## config.mk

```make
export PLATFORM = sky130hd
export DESIGN_NAME = ahb_arbiter
export DESIGN_NICKNAME = d
export VERILOG_FILES = /design/src/rtl/ahb_arbiter_pkg.sv /design/src/rtl/ahb_arbiter_burst_tracker.sv /design/src/rtl/ahb_arbiter.sv
export SDC_FILE = /design/constraint.sdc
export NUM_CORES = 1
export LEC_CHECK = 0
export ABC_AREA = 1
export CAP_MARGIN = 10
export CORE_UTILIZATION = 52
export DETAILED_ROUTE_END_ITERATION = 7
export PLACE_DENSITY = 0.84
export SYNTH_ARGS = -nofsm -noshare
export SYNTH_HDL_FRONTEND = slang
export SYNTH_SLANG_ARGS = --single-unit
```

## constraint.sdc

```tcl
create_clock -name HCLK -period 3 [get_ports HCLK]
set_input_delay 0.6 -clock HCLK [delete_from_list [all_inputs] [get_ports HCLK]]
set_output_delay 0.6 -clock HCLK [all_outputs]
set_load 0.02 [all_outputs]
```

## src/rtl/ahb_arbiter_pkg.sv

```systemverilog
// Shared AHB encodings for the three-master fabric: master ids, HTRANS/HBURST codes
// and the fixed-burst length decode used by the arbiter's beat tracking.
package ahb_arbiter_pkg;

  localparam int AHB_TRANS_BITS  = 2;
  localparam int AHB_BURST_BITS  = 3;
  localparam int AHB_MASTER_BITS = 2;

  localparam logic [AHB_MASTER_BITS-1:0] AHB_MASTER_0 = 2'd0;
  localparam logic [AHB_MASTER_BITS-1:0] AHB_MASTER_1 = 2'd1;
  localparam logic [AHB_MASTER_BITS-1:0] AHB_MASTER_2 = 2'd2;
  localparam logic [AHB_MASTER_BITS-1:0] AHB_MASTER_3 = 2'd3;

  typedef enum logic [AHB_TRANS_BITS-1:0] {
    HTRANS_IDLE   = 2'd0,
    HTRANS_BUSY   = 2'd1,
    HTRANS_NONSEQ = 2'd2,
    HTRANS_SEQ    = 2'd3
  } htrans_e;

  typedef enum logic [AHB_BURST_BITS-1:0] {
    HBURST_SINGLE = 3'd0,
    HBURST_INCR   = 3'd1,
    HBURST_WRAP4  = 3'd2,
    HBURST_INCR4  = 3'd3,
    HBURST_WRAP8  = 3'd4,
    HBURST_INCR8  = 3'd5,
    HBURST_WRAP16 = 3'd6,
    HBURST_INCR16 = 3'd7
  } hburst_e;

  // Beats in a burst; undefined-length INCR counts as 1 so it never blocks arbitration.
  function automatic logic [4:0] ahb_burst_len(input logic [AHB_BURST_BITS-1:0] burst);
    logic [4:0] len;
    len = 5'd1;
    case (burst)
      HBURST_WRAP4,  HBURST_INCR4:  len = 5'd4;
      HBURST_WRAP8,  HBURST_INCR8:  len = 5'd8;
      HBURST_WRAP16, HBURST_INCR16: len = 5'd16;
      default:                      len = 5'd1;
    endcase
    return len;
  endfunction

endpackage

```

## src/rtl/ahb_arbiter_burst_tracker.sv

```systemverilog
// Counts address phases left in the current fixed-length burst from the muxed
// HTRANS/HBURST, and flags when the bus may be re-arbitrated.
module ahb_burst_tracker
  import ahb_arbiter_pkg::*;
#(
  parameter int BEAT_CNT_BITS = 4
) (
  input  logic                      HCLK,
  input  logic                      HRESETn,
  input  logic                      HREADY,
  input  logic [AHB_TRANS_BITS-1:0] HTRANS,
  input  logic [AHB_BURST_BITS-1:0] HBURST,
  output logic [BEAT_CNT_BITS-1:0]  beats_next,
  output logic                      last_beat
);

  logic [BEAT_CNT_BITS-1:0] beats_left;

  always_comb begin
    beats_next = beats_left;
    if (HREADY) begin
      case (HTRANS)
        HTRANS_IDLE:   beats_next = '0;
        HTRANS_BUSY:   beats_next = beats_left;
        HTRANS_NONSEQ: beats_next = BEAT_CNT_BITS'(ahb_burst_len(HBURST) - 5'd1);
        HTRANS_SEQ:    beats_next = (beats_left != '0) ? beats_left - BEAT_CNT_BITS'(1) : '0;
        default:       beats_next = beats_left;
      endcase
    end
  end

  // <=1 lets the grant move during the second-to-last beat, so the new owner
  // takes HMASTER exactly as the last address phase completes.
  assign last_beat = (beats_next <= BEAT_CNT_BITS'(1));

  always_ff @(posedge HCLK) begin
    if (!HRESETn) beats_left <= '0;
    else          beats_left <= beats_next;
  end

endmodule

```

## src/rtl/ahb_arbiter.sv

```systemverilog
// Round-robin arbiter for the three-master AHB fabric: registered grants, HMASTER
// handover on HREADY, burst-aware and HLOCK-aware re-arbitration, parking on master 0.
module ahb_arbiter
  import ahb_arbiter_pkg::*;
#(
  parameter int BEAT_CNT_BITS = 4
) (
  input  logic                       HCLK,
  input  logic                       HRESETn,
  input  logic                       HBUSREQ_M1,
  input  logic                       HBUSREQ_M2,
  input  logic                       HBUSREQ_M3,
  input  logic                       HLOCK_M1,
  input  logic                       HLOCK_M2,
  input  logic                       HLOCK_M3,
  input  logic [AHB_TRANS_BITS-1:0]  HTRANS,
  input  logic [AHB_BURST_BITS-1:0]  HBURST,
  input  logic                       HREADY,
  output logic                       HGRANT_M1,
  output logic                       HGRANT_M2,
  output logic                       HGRANT_M3,
  output logic [AHB_MASTER_BITS-1:0] HMASTER,
  output logic                       HMASTLOCK
);

  logic [3:0]                 req_v, lock_v;
  logic [AHB_MASTER_BITS-1:0] grant_q, winner;
  logic [BEAT_CNT_BITS-1:0]   beats_next;
  logic                       last_beat, arb_en;

  // Slot 0 is the default master: never requests, never locks.
  assign req_v  = {HBUSREQ_M3, HBUSREQ_M2, HBUSREQ_M1, 1'b0};
  assign lock_v = {HLOCK_M3,   HLOCK_M2,   HLOCK_M1,   1'b0};

  ahb_burst_tracker #(.BEAT_CNT_BITS(BEAT_CNT_BITS)) u_trk (
    .HCLK       (HCLK),
    .HRESETn    (HRESETn),
    .HREADY     (HREADY),
    .HTRANS     (HTRANS),
    .HBURST     (HBURST),
    .beats_next (beats_next),
    .last_beat  (last_beat)
  );

  // Walk HMASTER+1 .. HMASTER over 1..3 backwards so the earliest requester wins.
  always_comb begin
    logic [AHB_MASTER_BITS-1:0] cand;
    winner = AHB_MASTER_0;
    cand   = AHB_MASTER_0;
    for (int i = 3; i >= 1; i--) begin
      cand = AHB_MASTER_BITS'((int'(HMASTER) + i - 1) % 3 + 1);
      if (req_v[cand]) winner = cand;
    end
  end

  assign arb_en = HREADY && (grant_q == HMASTER) && last_beat && !lock_v[grant_q];

  always_ff @(posedge HCLK) begin
    if (!HRESETn) begin
      grant_q   <= AHB_MASTER_0;
      HMASTER   <= AHB_MASTER_0;
      HMASTLOCK <= 1'b0;
    end else if (HREADY) begin
      HMASTER   <= grant_q;
      HMASTLOCK <= lock_v[grant_q];
      if (arb_en) grant_q <= winner;
    end
  end

  assign HGRANT_M1 = (grant_q == AHB_MASTER_1);
  assign HGRANT_M2 = (grant_q == AHB_MASTER_2);
  assign HGRANT_M3 = (grant_q == AHB_MASTER_3);

  a_last_beat: assert property (@(posedge HCLK) disable iff (!HRESETn)
    last_beat == (beats_next <= BEAT_CNT_BITS'(1)));

endmodule

```

; After elaboration in Yosys (flattened, before gate mapping)
; Index checks and enable logic that the tools add are counted.
[word_totals]
input_bits = 14
word_cells = 63
regBits = 9
[op_classes]
magnitude_cmp = 5
n_reduce_logical = 10
n_mux = 17
eq_ne = 13
n_div = 3
add_sub_neg = 11
[ops]
columns = operator, count
row1 = modulo 32 x 3 -> 32 bit (second input constant), 3
row2 = 2-to-1 mux 4 bit, 4
row3 = case mux 4 bit (4 select lines), 1
row4 = == test 3 bit (second input constant), 4
row5 = < comparator 2 x 3 -> 1 bit (second input constant), 4
row6 = case mux 4 bit (3 select lines), 1
row7 = subtractor 3 x 1 -> 4 bit (second input constant), 3
row8 = binary-select mux 1 bit (select 2 bit), 4
row9 = == test 2 bit (second input constant), 4
row10 = subtractor 4 x 1 -> 4 bit (second input constant), 2
row11 = adder 2 bit (second input constant), 3
row12 = adder 2 x 2 -> 3 bit (second input constant), 2
row13 = == test 3 x 2 -> 1 bit (second input constant), 2
row14 = 2-to-1 mux 2 bit, 3
row15 = OR reduction 2 bit, 3
row16 = == test 2 x 1 -> 1 bit (second input constant), 2
row17 = <= comparator 4 x 1 -> 1 bit (second input constant), 1
row18 = 2-to-1 mux 1 bit, 4
row19 = nonzero test 4 bit, 1
row20 = adder 2 x 1 -> 3 bit (second input constant), 1
row21 = logical AND 1 bit, 3
row22 = == test 2 bit, 1
row23 = zero test 2 bit, 1
row24 = AND reduction 2 bit, 1
row25 = zero test 1 bit, 1

; Logic depth before layout (Yosys ltp)
; Gate-level depths: netlist of run 1.
[depth]
depth_word = 12
ltp_mapped = 12
ltp_nobuf = 12

; By module
; A second synthesis of run 1 with hierarchy kept.
[unflattened]
cells_unflattened = 143
area_unflattened_um2 = 803.3
[modules_own_cells]
columns = mod, seq_area_each_um2, cells_each, n_inst, area_per_inst_um2
row1 = ahb_arbiter, 100.1, 76, 1, 440.4
row2 = ahb_burst_tracker, 80.1, 67, 1, 362.8

; Worst setup path before layout of run 1
; OpenSTA, ideal clock, no wires.
[synth_path]
kind = reg-to-reg
start = reg HMASTER[0]
end = reg grant_q[0]
required_time_ns = 2.886
period_less_slack_ns = 1.706
stages_incl_launch_ff = 11
n_path_buf = 0
path_slack_ns = 1.294
arrival_ns = 1.592
path_cell_list = dfxtp_1 > inv_1 > ha_1 > nand2_1 > o21ai_0 > o21ai_0 > o21ai_0 > nand2_1 > nand2_1 > nor2_1 > nor2_2
[synth_via]
elab_chain_len = 9
elab_cells_between_ends = 26
cone_classes = add/sub: 9 / div: 3 / eq/ne: 1 / mux: 9 / reduce/logical: 4
[synth_rtl]
columns = item, line
row1 = from (decl), ahb_arbiter.sv:22  ; output logic [AHB_MASTER_BITS-1:0] HMASTER,
row2 = from (signal assigned), ahb_arbiter.sv:64  ; HMASTER <= grant_q;
row3 = adder 2 x 2 -> 3 bit, ahb_arbiter.sv:51  ; cand = AHB_MASTER_BITS'((int'(HMASTER) + i - 1) % 3 + 1);
row4 = subtractor 3 x 1 -> 4 bit, ahb_arbiter.sv:51
row5 = modulo 32 x 3 -> 32 bit, ahb_arbiter.sv:51
row6 = adder 2 bit, ahb_arbiter.sv:51
row7 = binary-select mux 1 bit (select 2 bit), ahb_arbiter.sv:52  ; if (req_v[cand]) winner = cand;
row8 = 2-to-1 mux 1 bit (not written as such), ahb_arbiter.sv:52
row9 = 2-to-1 mux 2 bit (3 in a row), ahb_arbiter.sv:52
row10 = to (signal assigned), ahb_arbiter.sv:66  ; if (arb_en) grant_q <= winner;
row11 = to (decl), ahb_arbiter.sv:27  ; logic [AHB_MASTER_BITS-1:0] grant_q, winner;
; Parallel ways exist; a longest one is shown, timed or not. The select of a mux whose other input is x is not followed.
; A chain may end at the register's enable or synchronous reset.

; Worst setup path after layout of run 1
[layout_path]
start = reg grant_q[1]
end = out HGRANT_M2
[layout_via]
elab_chain_len = 1
[layout_rtl]
columns = item, line
row1 = == test 2 bit, ahb_arbiter.sv:71  ; assign HGRANT_M2 = (grant_q == AHB_MASTER_2);
row2 = to (decl), ahb_arbiter.sv:20  ; output logic HGRANT_M2,
; Every way passes these cells.

==> key figures, run 1 <==
Power
  – Logic pwr share: 39.0%
  – Sw power: 0.1458 mW
  – Cell Int Power: 0.2481 mW
  – Clock power frac: 24.8%
  – Worst VDD drop: 0.3175 mV
  – Sw Ratio: 37.02%
  – PwrDens: 381.6 nW/um^2
  – Leak Pwr: 0.5185 nW
  – Seq pwr share: 36.1%

Global route
  – Largest net degree at the start of global routing: 11
  – Grt total ovfl: 0
  – Vias in the first global route: 804
  – First-pass GRT wire length: 3187 microns
  – Total track usage: 23.06%
  – Initial antenna violation count: 0

Job
  – Maxcap violations: 0

Finish
  – Cell Count, Final, Fillers Out: 171
  – Most common cell after layout, fill and taps aside: nand2_1
  – Most frequent cells in the layout: 38 x nand2_1, 18 x inv_1, 18 x clkdlybuf4s50_1
  – Layout area overhead: 26.73%
  – Share of cells above drive strength 1: 10.90%
  – Antenna cells: 0
  – Fin nets: 177

Setup path
  – Crit path max fanout: 6
  – Worst Setup End Kind: output pin
  – Reg2reg start: HMASTER[0]
  – WP data required: 2.40 ns
  – Crit path launch: grant_q[1]
  – Worst Path Class, Setup: reg2out
  – Data arrival, critical path: 1.51 ns
  – Crit start category: flop

Clock network
  – Sink Count: 9
  – CTS Buf Count: 3
  – Clock slew at reported path FFs: 0.06 ns
  – Clock Path Buffers: 2
  – Post-CTS Hold Buffers: 0
  – Root Buffer: clkbuf_4
  – Worst skew pair latency: 0.27 ns
  – Clock tree from TritonCTS: done
  – H-tree depth: 1
  – Post-cts resize count: 0
  – Postcts setup bufs: 0

Routing
  – Via density per instance: 5.164
  – Wire per inst: 10.50 microns
  – Vias: 883
  – DRC: 0
  – Number of DRC markers in iteration 0: 21
  – Drt first pass iters: 5
  – Routed Antenna Nets: 0
  – DRT Wirelength: 1796 microns

Placed design
  – Placed Cells: 167
  – PortBufs: 18
  – HPWL after DPL: 1405 microns
  – Gpl congestion: 0.7992
  – Setup WS pre-CTS: 0.7364 ns

Floorplanning
  – Starting Density: 58.91%
  – CORE AREA: 1383 sq um
  – Die area: 1728 sq um
  – Core Rows: 13
  – Chip Width: 41.58 microns
  – Die height: 41.58 microns
  – Boundary Pins: 20

Timing
  – Slew @ Worst Pin: 0.4350 ns
  – Min cycle time layout: 2.112 ns
  – Final period util: 70.39%
  – Relative max-transition margin: 70.91%
  – Max-slew violations: 0
  – Final Skew: 0.002773 ns
  – Setup Viol. Count Final: 0
  – RSZ-0062 raised after global routing: false
  – Fin. Hold Viols: 0
  – Setup TNS: 0 ns
  – Fmax: 0.4736 GHz
  – Setup WS post-layout: 0.8883 ns

Yosys
  – Mapped Area: 814.5 sq um
  – Post-Syn Nets: 155
  – Post-Syn Instances: 135
  – Area leader, netlist: dfxtp_1
  – Post-synthesis sequential area ratio: 22.12%
  – Post-synth top area share: 22.12%
  – Ys Warns: 0
  – Yosys cell types: 22
  – Largest cells by area after synthesis: dfxtp_1 22%, nand2_1 18%, ha_1 9.2%, inv_1 8.3%, o21ai_0 7.4%
  – Avg Cell Area, Syn: 6.034 sq um
  – Seq cells post-synth: 9

Worst hold path
  – Hold crit path type: reg2reg
  – Hold Crit Start: HMASTLOCK

Outcome
  – Status: finished, final reports clean
-- worst max-delay path, stage by stage (launching register included) --
cell,delay (ns)
dfxtp_1,0.44
inv_1,0.10
nor2_1,0.09
clkdlybuf4s50_1,0.60
-- worst paths after layout --
path	to	slack (ns)	cells after the start
hold reg to reg	HMASTLOCK	0.52	2
setup / recovery	HGRANT_M2	0.89	3
hold / removal	HMASTLOCK	0.52	2
setup reg to reg	grant_q[0]	1.22	10
-- Yosys cell counts, drive strengths merged --
cell and n:
nand2 40, a22oi 1, a21boi 1, xor2 1
clkinv 1, a21oi 6, nand3 13, o21ai 14
nor3 1, o211ai 1, buf 1, dfxtp 9
ha 6, nor2 18, inv 21, or2 1
-- power groups by stage --
stage	sequential, mW	clock (mW)	combinational (mW)
after floorplan	0.145	0	0.101
after global placement	0.145	0	0.149
after detailed placement	0.145	0	0.153
after CTS	0.142	0.0973	0.154
after global routing	0.144	0.104	0.175
final	0.142	0.0978	0.154
-- flip-flops by register name, summed over array words and instances (netlist names) --
name,flops
grant_q,2
u_trk.beats_left,4
HMASTER,2
HMASTLOCK,1
-- logic make-up after synthesis --
family | count (synthesis) | synth area share (%)
simple gates | 73 | 40.09
compound gates | 23 | 16.44
buf+inv | 23 | 11.06
flops | 9 | 22.12
fa+ha+maj | 6 | 9.216
xor+xnor | 1 | 1.075
-- layout make-up --
cell class              count  area [sq um]
multi-input cells         103         544.3
fillers                   123         350.3
flip-flops and latches      9         180.2
repair buffers             18         180.2
inverters                  22         82.58
clock buffers               4         26.28
well taps                  15         18.77
-- metrics by stage --
step	hold WS, ns	total power [mW]	utilization, %	cell area [sq um]
2_1_floorplan	0.4773	0.2465	-	814.5
3_5_place_dp	0.5002	0.2976	72.76	1006
5_1_grt	0.5543	0.4235	74.66	1032
4_1_cts	0.5228	0.3940	74.66	1032
6_report	0.5231	0.3939	74.66	1032
3_3_place_gp	0.4935	0.2932	72.76	1006
-- per-layer routing --
metal	part of all wire, %	track usage (%)	up-vias	routed length, microns
met4	1.8	9.677	0	32
met5	0	0	-	0
met2	48	39.38	26	854
met1	46	29.07	380	821
li1	-	-	472	-
met3	4.8	2.609	5	87
No activity file was read; power rests on OpenSTA's default activity.
==> run 2: changes to the inputs <==
--- a/config.mk
+++ b/config.mk
@@ -7,9 +7,10 @@
 export LEC_CHECK = 0
 export ABC_AREA = 1
 export CAP_MARGIN = 10
-export CORE_UTILIZATION = 52
+export CORE_ASPECT_RATIO = 1.25
+export CORE_UTILIZATION = 48
 export DETAILED_ROUTE_END_ITERATION = 7
-export PLACE_DENSITY = 0.84
+export PLACE_DENSITY = 0.78
 export SYNTH_ARGS = -nofsm -noshare
 export SYNTH_HDL_FRONTEND = slang
 export SYNTH_SLANG_ARGS = --single-unit
==> constraint.sdc (replaced) <==
create_clock -name HCLK -period 2.2 [get_ports HCLK]
set_input_delay 0.44 -clock HCLK [delete_from_list [all_inputs] [get_ports HCLK]]
set_output_delay 0.44 -clock HCLK [all_outputs]
set_load 0.02 [all_outputs]
==> key figures, run 2 (synthesis gave the netlist of run 1 again) <==
Global route
  – Total track usage: 20.27% (-2.8 points)
  – Vias in the first global route: 683 (-15%)
  – Initial antenna violation count: 0 (unchanged)
  – First-pass GRT wire length: 2587 microns (-19%)
  – GR met1 Demand/Resource: 20.89% (-8.2 points)
  – Grt total ovfl: 0 (unchanged)
  – Largest net degree at the start of global routing: 9 (-2)
  – Met3 usage: 8.372% (+5.8 points)
  – Busiest grt layer: met2
  – Met2 Use GR: 38.00% (-1.4 points)

Finish
  – Top reg by flops: u_trk.beats_left
  – Most common cell after layout, fill and taps aside: nand2_1
  – Antenna cells: 0 (unchanged)
  – Fin nets: 178 (+0.56%)
  – Cell Count, Final, Fillers Out: 175 (+2.3%)
  – Largest register FFs: 4 (unchanged)
  – Layout area overhead: 28.11%
  – Share of cells above drive strength 1: 11.46% (+0.57 points)
  – Most frequent cells in the layout: 38 x nand2_1, 18 x inv_1, 18 x clkdlybuf4s50_1
  – Top Registers: u_trk.beats_left: 4 flops, HMASTER: 2 flops, grant_q: 2 flops

Timing
  – Max-slew violations: 0 (unchanged)
  – Fin. Hold Viols: 0 (unchanged)
  – Min cycle time layout: 2.005 ns
  – RSZ-0062 raised after global routing: false
  – Setup Viol. Count Final: 0 (unchanged)
  – Final Skew: 0.01122 ns (+0.008448 ns)
  – Fmax: 0.4987 GHz
  – Slew @ Worst Pin: 0.2400 ns (-0.1950 ns)
  – Relative max-transition margin: 83.83% (+13 points)
  – Setup TNS: 0 ns (unchanged)
  – Hold_ws: 0.5126 ns (-0.01047 ns)
  – Final period util: 91.15%

Floorplanning
  – Starting Density: 51.50% (-7.4 points)
  – Chip Width: 38.85 microns (-6.6%)
  – Die area: 1867 sq um (+8.0%)
  – Die height: 48.06 microns (+16%)
  – Core Rows: 16 (+3)
  – CORE AREA: 1582 sq um (+14%)
  – Boundary Pins: 20 (unchanged)

Clock network
  – Worst skew pair latency: 0.27 ns (about the same)
  – H-tree depth: 1 (unchanged)
  – Root Buffer: clkbuf_4
  – Clock Path Buffers: 2 (unchanged)
  – Post-CTS Hold Buffers: 0 (unchanged)
  – Clock slew at reported path FFs: 0.06 ns (about the same)
  – Post-cts resize count: 0 (unchanged)
  – Clock tree from TritonCTS: done
  – Sink Count: 9 (unchanged)
  – Postcts setup bufs: 0 (unchanged)
  – CTS Buf Count: 3 (unchanged)

Power
  – Seq pwr share: 36.3% (+0.2 points)
  – Clock power frac: 24.2% (-0.6 points)
  – Total Power: 0.5364 mW (+36%)
  – Sw power: 0.1969 mW (+35%)
  – Logic pwr share: 39.5% (+0.5 points)
  – PwrDens: 514.0 nW/um^2 (+35%)
  – Leak Pwr: 0.5233 nW (+0.93%)
  – Worst VDD drop: 0.4912 mV (+55%)
  – Sw Ratio: 36.70% (-0.32 points)
  – Cell Int Power: 0.3395 mW (+37%)

Setup path
  – Worst Setup End Kind: output pin
  – Crit start category: flop
  – Crit path max fanout: 6 (unchanged)
  – WP data required: 1.76 ns (-0.64 ns)
  – Data arrival, critical path: 1.57 ns (+0.06 ns)
  – Worst Path Class, Setup: reg2out

Routing
  – Vias: 897 (+1.6%)
  – Via density per instance: 5.126 (-0.74%)
  – DRC: 0 (unchanged)
  – Number of DRC markers in iteration 0: 17 (-19%)
  – DRT Wirelength: 1771 microns (-1.4%)
  – Wire per inst: 10.12 microns (-3.6%)
  – Drt first pass iters: 4 (-1)
  – Routed Antenna Nets: 0 (unchanged)

Placed design
  – Gpl congestion: 0.7595 (-5.0%)
  – HPWL after DPL: 1459 microns (+3.9%)
  – PortBufs: 18 (unchanged)
  – Placed Cells: 171 (+2.4%)

Job
  – Maxcap violations: 0 (unchanged)

Outcome
  – Status: finished, final reports clean

Worst hold path
  – Hold crit path type: reg2reg
[run 2: cell count changes in the layout (fill, tap and decap cells not counted), sizes merged]
cell  delta
buf      +1
[run 2: layout make-up]
cell class                 count  area (sq um)
clock buffer                   4         26.28
inverter                      22         82.58
sequential                     9         180.2
multi-input combinational    103         544.3
timing repair buffer          19         187.7
fill                         152         538.0
tap                           18         22.52
[run 2: critical path, cell delays in order (launching register included)]
cell and delay, ns:
dfxtp_1 0.46, inv_1 0.11, nor2_1 0.11, clkdlybuf4s50_1 0.61
[run 2: path summary, 6_finish.rpt]
| kind | startpoint | endpoint | slack, ns | depth (start not counted) |
|---|---|---|---|---|
| hold reg to reg | u_trk.beats_left[1] | u_trk.beats_left[1] | 0.51 | 2 |
| setup / recovery | grant_q[1] | HGRANT_M2 | 0.19 | 3 |
| setup reg to reg | HMASTER[0] | grant_q[0] | 0.44 | 10 |
| hold / removal | u_trk.beats_left[1] | u_trk.beats_left[1] | 0.51 | 2 |
[run 2: metal layers]
| metal | part of all wire, % | up-vias |
|---|---|---|
| met1 | 42 | 398 |
| met2 | 53 | 17 |
| met4 | 0.96 | 0 |
| met5 | 0 | - |
| li1 | - | 477 |
| met3 | 4.6 | 5 |
[run 2: power groups by stage]
stage	clock network, mW	logic, mW	registers [mW]
final	0.130	0.212	0.195
after global routing	0.141	0.238	0.196
after CTS	0.133	0.212	0.194
after floorplan	0	0.138	0.198
after global placement	0	0.205	0.198
after detailed placement	0	0.211	0.198
[run 2: metrics by stage]
stage | util [%] | worst slack, ns | instance area [sq um]
floorplan | - | 0.4944 | 814.5
global placement | 64.32 | 0.2869 | 1017
detailed placement | 64.32 | 0.2589 | 1017
CTS | 65.98 | 0.2096 | 1044
global route | 65.98 | 0.1352 | 1044
finish | 65.98 | 0.1948 | 1044
